**src/rtl/led_bar_driver_if.sv**
```systemverilog
// Bus bundle for led_bar_driver: level request strobe in, bar/status outputs back.
// The master modport is the producer of level updates; the slave is the driver.
interface led_bar_driver_if;
  logic [5:0] level;
  logic       level_valid;
  logic [7:0] led;
  logic [5:0] disp_level;
  logic       frame_tick;
  logic       settled;

  modport master (
    output level,
    output level_valid,
    input  led,
    input  disp_level,
    input  frame_tick,
    input  settled
  );

  modport slave (
    input  level,
    input  level_valid,
    output led,
    output disp_level,
    output frame_tick,
    output settled
  );
endinterface

```
**src/rtl/led_bar_driver.sv**
```systemverilog
// 8-LED PWM bar graph with frame-synchronous, slew-limited level updates.
// Define LED_BAR_ACTIVE_LOW_EN to invert led for current-sinking wiring (reset value 8'hFF).
module led_bar_driver #(
  parameter int unsigned PRESCALE    = 1024,
  parameter int unsigned SLEW_FRAMES = 4
) (
  input  logic             clk,
  input  logic             rst_n,
  led_bar_driver_if.slave  bus
);

  localparam int unsigned PrescW    = $clog2(PRESCALE);
  localparam logic [PrescW-1:0] PrescLast = PrescW'(PRESCALE - 1);
  localparam int unsigned SlewLastI = (SLEW_FRAMES == 0) ? 0 : SLEW_FRAMES - 1;
  localparam int unsigned SlewW     = (SlewLastI > 0) ? $clog2(SlewLastI + 1) : 1;
  localparam logic [SlewW-1:0] SlewLast = SlewW'(SlewLastI);

`ifdef LED_BAR_ACTIVE_LOW_EN
  localparam logic [7:0] LedPolarity = 8'hFF;
`else
  localparam logic [7:0] LedPolarity = 8'h00;
`endif

  logic [5:0]        target_q, target_d;
  logic [5:0]        disp_q, disp_d;
  logic [PrescW-1:0] presc_q, presc_d;
  logic [2:0]        slot_q, slot_d;
  logic [SlewW-1:0]  slew_q, slew_d;
  logic [7:0]        led_q, led_d;
  logic              frame_tick_q, frame_tick_d;

  logic              presc_wrap;
  logic              frame_end;
  logic [2:0]        full;
  logic [2:0]        frac;
  logic [7:0]        bar_map;

  // Timebase and capture.
  always_comb begin
    target_d = target_q;
    if (bus.level_valid) begin
      target_d = bus.level;
    end

    presc_wrap = (presc_q == PrescLast);
    frame_end  = presc_wrap && (slot_q == 3'd7);

    presc_d = presc_wrap ? '0 : presc_q + 1'b1;
    slot_d  = presc_wrap ? slot_q + 3'd1 : slot_q;

    frame_tick_d = frame_end;
  end

  // Displayed level only moves on a frame boundary; direction is recomputed every step.
  always_comb begin
    disp_d = disp_q;
    slew_d = slew_q;
    if (frame_end) begin
      if (SLEW_FRAMES == 0) begin
        disp_d = target_q;
      end else if (slew_q == SlewLast) begin
        slew_d = '0;
        if (disp_q < target_q) begin
          disp_d = disp_q + 6'd1;
        end else if (disp_q > target_q) begin
          disp_d = disp_q - 6'd1;
        end
      end else begin
        slew_d = slew_q + 1'b1;
      end
    end
  end

  // Bar map: solid below the partial LED, PWM on it, dark above it.
  always_comb begin
    full    = disp_q[5:3];
    frac    = disp_q[2:0];
    bar_map = 8'h00;
    for (int unsigned i = 0; i < 8; i++) begin
      if (3'(i) < full) begin
        bar_map[i] = 1'b1;
      end else if (3'(i) == full) begin
        bar_map[i] = (slot_q < frac);
      end else begin
        bar_map[i] = 1'b0;
      end
    end
    led_d = bar_map ^ LedPolarity;
  end

  always_ff @(posedge clk or negedge rst_n) begin
    if (!rst_n) begin
      target_q     <= 6'd0;
      disp_q       <= 6'd0;
      presc_q      <= '0;
      slot_q       <= 3'd0;
      slew_q       <= '0;
      led_q        <= LedPolarity;
      frame_tick_q <= 1'b0;
    end else begin
      target_q     <= target_d;
      disp_q       <= disp_d;
      presc_q      <= presc_d;
      slot_q       <= slot_d;
      slew_q       <= slew_d;
      led_q        <= led_d;
      frame_tick_q <= frame_tick_d;
    end
  end

  assign bus.led        = led_q;
  assign bus.disp_level = disp_q;
  assign bus.frame_tick = frame_tick_q;
  assign bus.settled    = (disp_q == target_q);

endmodule
```
**src/flat_wrapper.sv**
```systemverilog
// flat-port wrapper written by rule: the top's interface ports become plain ports
module led_bar_driver_flat 
#(
  parameter int unsigned PRESCALE    = 1024,
  parameter int unsigned SLEW_FRAMES = 4
)
  (clk, rst_n, bus_level, bus_level_valid, bus_led, bus_disp_level, bus_frame_tick, bus_settled);
  led_bar_driver_if bus_i ();
  input  logic clk;
  input  logic rst_n;
  input wire logic [$bits(bus_i.level)-1:0] bus_level;
  input wire logic [$bits(bus_i.level_valid)-1:0] bus_level_valid;
  output wire logic [$bits(bus_i.led)-1:0] bus_led;
  output wire logic [$bits(bus_i.disp_level)-1:0] bus_disp_level;
  output wire logic [$bits(bus_i.frame_tick)-1:0] bus_frame_tick;
  output wire logic [$bits(bus_i.settled)-1:0] bus_settled;
  assign bus_i.level = bus_level;
  assign bus_i.level_valid = bus_level_valid;
  assign bus_led = bus_i.led;
  assign bus_disp_level = bus_i.disp_level;
  assign bus_frame_tick = bus_i.frame_tick;
  assign bus_settled = bus_i.settled;
  led_bar_driver #(.PRESCALE(PRESCALE), .SLEW_FRAMES(SLEW_FRAMES)) u_core (.clk(clk), .rst_n(rst_n), .bus(bus_i));
endmodule
```
**config.mk**
```make
export PLATFORM = sky130hd
export DESIGN_NAME = led_bar_driver_flat
export DESIGN_NICKNAME = d
export VERILOG_FILES = /design/src/rtl/led_bar_driver_if.sv /design/src/rtl/led_bar_driver.sv /design/src/flat_wrapper.sv
export SDC_FILE = /design/constraint.sdc
export NUM_CORES = 1
export LEC_CHECK = 0
export ABC_AREA = 1
export CAP_MARGIN = 10
export CORE_MARGIN = 2
export CORE_UTILIZATION = 57
export CTS_BUF_LIST = sky130_fd_sc_hd__clkbuf_8
export DETAILED_ROUTE_END_ITERATION = 6
export HOLD_SLACK_MARGIN = 0.1
export PLACE_DENSITY = 0.82
export SETUP_SLACK_MARGIN = 0.4
export SLEW_MARGIN = 0
export SYNTH_ARGS = -nofsm -noshare
export SYNTH_HDL_FRONTEND = slang
export SYNTH_SLANG_ARGS = --single-unit
```
**constraint.sdc**
```tcl
create_clock -name clk -period 2.4 [get_ports clk]
set_clock_uncertainty 0.1 [all_clocks]
set_input_delay 0.24 -clock clk [delete_from_list [all_inputs] [get_ports clk]]
set_output_delay 0.24 -clock clk [all_outputs]
set_load 0.05 [all_outputs]
```
==> summary.md <==
| Metric | Value |
|---|---|
| Status | complete, no violations |
| Largest net degree at the start of global routing | 37 |
| GRT met1 Usage | between 30% and 40% |
| Avg Inst Size Synth | approximately 9 µm² |
| CP max-delay cell | dfrtp_2 |
| Actual slew at the worst max-slew pin | ~0.51 ns |
| RSZ-0062 raised after global routing | yes |
| Post-synthesis sequential area ratio | ~48% |
| Worst-path maximum fanout | 5 |
| Post-synthesis simple-gate area fraction | 23.30% |
| Gr usage total | around 25% |
| Final setup violation count | 0 |
| Synth Area in Compound Gates | 6.658% |
| Vias in the first global route | around 1,500 |
| Vias | 1,701 |
| Global-route wire length before repair | about 6.6 mm |
| CTS Hold Buffers Added | 0 |
| Met3 Use GR | between 5 and 6% |
| Maximum clock insertion buffer count | 2 |
| Netlist cell types | 30 |
| Max Slew Vio Count | 0 |
| Crit end category | flop |
| Startpoint types | flop |
| CP required | around 2.5 ns |
| IO Port Bufs | 24 |
| Layout cell share with drive strength beyond 1 | between 30% and 40% |
| Post-synthesis mux area share | less than 1% |
| CTS sink cnt | 36 |
| I/O pins | 25 |
| Largest family of logic cells by synthesized area | simple AND/OR/NAND/NOR gates |
| Max Fclk | between 0.4 and 0.5 GHz |
| Worst R2R Setup Slack | 0.14 ns |
| Power Density | approximately 450 mW/mm² |
| Period utilization | around 94% |
| Xor-xnor portion of the synthesized cell area | under 10% |
| Max Cap Viol | 0 |
| Synthesized flop and latch total | 36 |
| Fin crit period | around 2.3 ns |
| Power Total | 0.001204 W |
| Diodes inserted | 0 |
| Rows | 20 |
| Post-DRT Antenna Nets | 0 |
| Setup TNS Final | 0 ns |
| WS Path Type | flop to flop |
| Static Leak | 1.423 nW |
| Synth Area in Adders | a little under an eighth |
| Initial antenna violation count | 0 |
| Die X | between 60 and 70 µm |
| Clk slew on worst S/H paths | ~0.08 ns |
| Worst-Skew Late Latency | 0.29 ns |
| Cells along the critical path | ha_4 > nand2_4 > nor2_4 > nand2_2 > nand3_4 > buf_4 > ha_4 > nand2_1 > inv_1 > nand2_1 > nand2_1 > inv_1 > nand2_1 > nand3_1 > nand2_1 |
| DR iter-0 viols | roughly 110 |
| Area growth syn-to-layout | 41.94% |
| Most frequent CP cell | nand2_1 |
| Initial core utilization | about three fifths |
| Crit path largest cell delay | about 0.43 ns |
| Grt met2 use | about 40% |
| Final #Nets | between 200 and 300 |
| HPWL after DPL | 2.787 mm |
| Post-synthesis cell count | 203 |
| Core Util, Final | 85.97% |
| Commonest non-fill, non-tap cell in the layout | nand2_1 |
| TritonCTS buffer count | 5 |
| Buf/Inv on CP | 3 |
| Mapped Nets | around 230 |
| Slew margin rel. | about two thirds |
| CTS tree | done |
| Post-synthesis cell area | about 0.0019 mm² |
| Fin Hold WS | between 0.2 and 0.3 ns |
| GP Congestion | between 0.8 and 0.9 |
| Syn. warnings | 0 |
| Global route total overflow | 0 |
| Core region area | 0.003103 mm² |
| H-tree depth | 2 |
| Worst Hold Class | primary input to async pin |
| Routed len/inst | 17.55 µm |
| WP data arrival | between 2 and 2.5 ns |
| Total wire length | roughly 5.3 mm |
| GR peak layer | met2 |
| Pre-Repair DR Iteration Count | 6 |
| Root Buffer | clkbuf_8 |
| Delay-heaviest family, CP | simple AND/OR/NAND/NOR gates |
| Die Footprint | 0.003772 mm² |
| Die height | roughly 61 µm |
| Routed vias/inst | between 5 and 6 |
| IR Drop Worst-Case VDD | around 0.47 mV |
| Most frequent cells in the layout | 46 x nand2_1, 30 x dfrtp_1, 22 x buf_4 |
| Fin. Hold Viols | 0 |
| DR DRC count | 0 |
repair_timing:
item	in CTS	in global routing
gates cloned	0	0
setup buffers	12	9
pin swaps	11	12
endpoints found under the setup margin	4	11
gates resized for setup	9	15
synth_stat cells, drive strengths merged:
cell,n,area share (%)
nor3,5,1.9
xnor2,3,1.4
a21oi,8,2.1
nand3,13,4.8
dfrtp,36,48
xor2,5,2.3
fa,1,1.1
o211ai,1,0.40
nor2,8,3.0
clkinv,2,0.47
ha,16,11
a31oi,1,0.33
mux2,1,0.60
o21a,1,0.40
inv,27,5.4
nand4,5,1.7
o21ai,12,3.4
clkbuf,1,0.20
nand2,57,12
registers in the layout, summed over array words and instances, names as in the netlist:
register	cells
u_core.presc_q	10
u_core.target_q	6
u_core.bus.led	8
u_core.bus.frame_tick	1
u_core.slew_q	2
u_core.slot_q	3
u_core.bus.disp_level	6
metal layers:
| metal | up-vias | routed length, µm |
|---|---|---|
| met5 | - | 0 |
| met4 | 0 | 238 |
| met3 | 27 | 317 |
| met2 | 95 | 2715 |
| met1 | 817 | 1993 |
| li1 | 762 | - |
layout make-up:
| type | instances | area, µm² |
|---|---|---|
| clock buffers | 6 | 82.58 |
| clock inverters | 2 | 11.26 |
| fillers | 162 | 435.4 |
| inverters | 29 | 110.1 |
| multi-input cells | 137 | 1084 |
| flip-flops and latches | 36 | 908.4 |
| well taps | 44 | 55.05 |
| repair buffers | 46 | 416.7 |
final timing paths:
check	from	endpoint	cells past startpoint
max in group asynchronous	rst_n	u_core.bus.disp_level[1]	2
worst max register to register	u_core.bus.disp_level[5]	u_core.bus.disp_level[5]	15
worst min-delay path	rst_n	u_core.bus.led[4]	2
worst max-delay path	u_core.bus.disp_level[5]	u_core.bus.disp_level[5]	15
worst min register to register	u_core.slew_q[1]	u_core.slew_q[1]	2
min in group clk	u_core.slew_q[1]	u_core.slew_q[1]	2
kinds of logic after synthesis:
| logic type | after synthesis |
|---|---|
| compound gates | 23 |
| xor+xnor | 8 |
| fa+ha+maj | 17 |
| buf+inv | 30 |
| flops | 36 |
| mux | 1 |
| simple gates | 88 |
power by group:
| part | leakage (nW) | switching (W) | internal [W] | total (W) |
|---|---|---|---|---|
| sequential | 0.467 | 0.00000549 | 0.000615 | 0.000621 |
| clock | 0.0486 | 0.000222 | 0.000229 | 0.000451 |
| combinational | 0.907 | 0.0000703 | 0.0000621 | 0.000132 |
| total | 1.42 | 0.000298 | 0.000907 | 0.00120 |
metrics by stage:
stage                     std cells  cell area, µm²  worst slack (ns)
after global routing            300            2668           0.05082
after global placement          271            2335            0.2985
after detailed placement        271            2335            0.2084
after CTS                       291            2549            0.3001
final                           300            2668            0.1434
after floorplan                 203            2038            0.2438
Power figures use the tool's default switching activity.
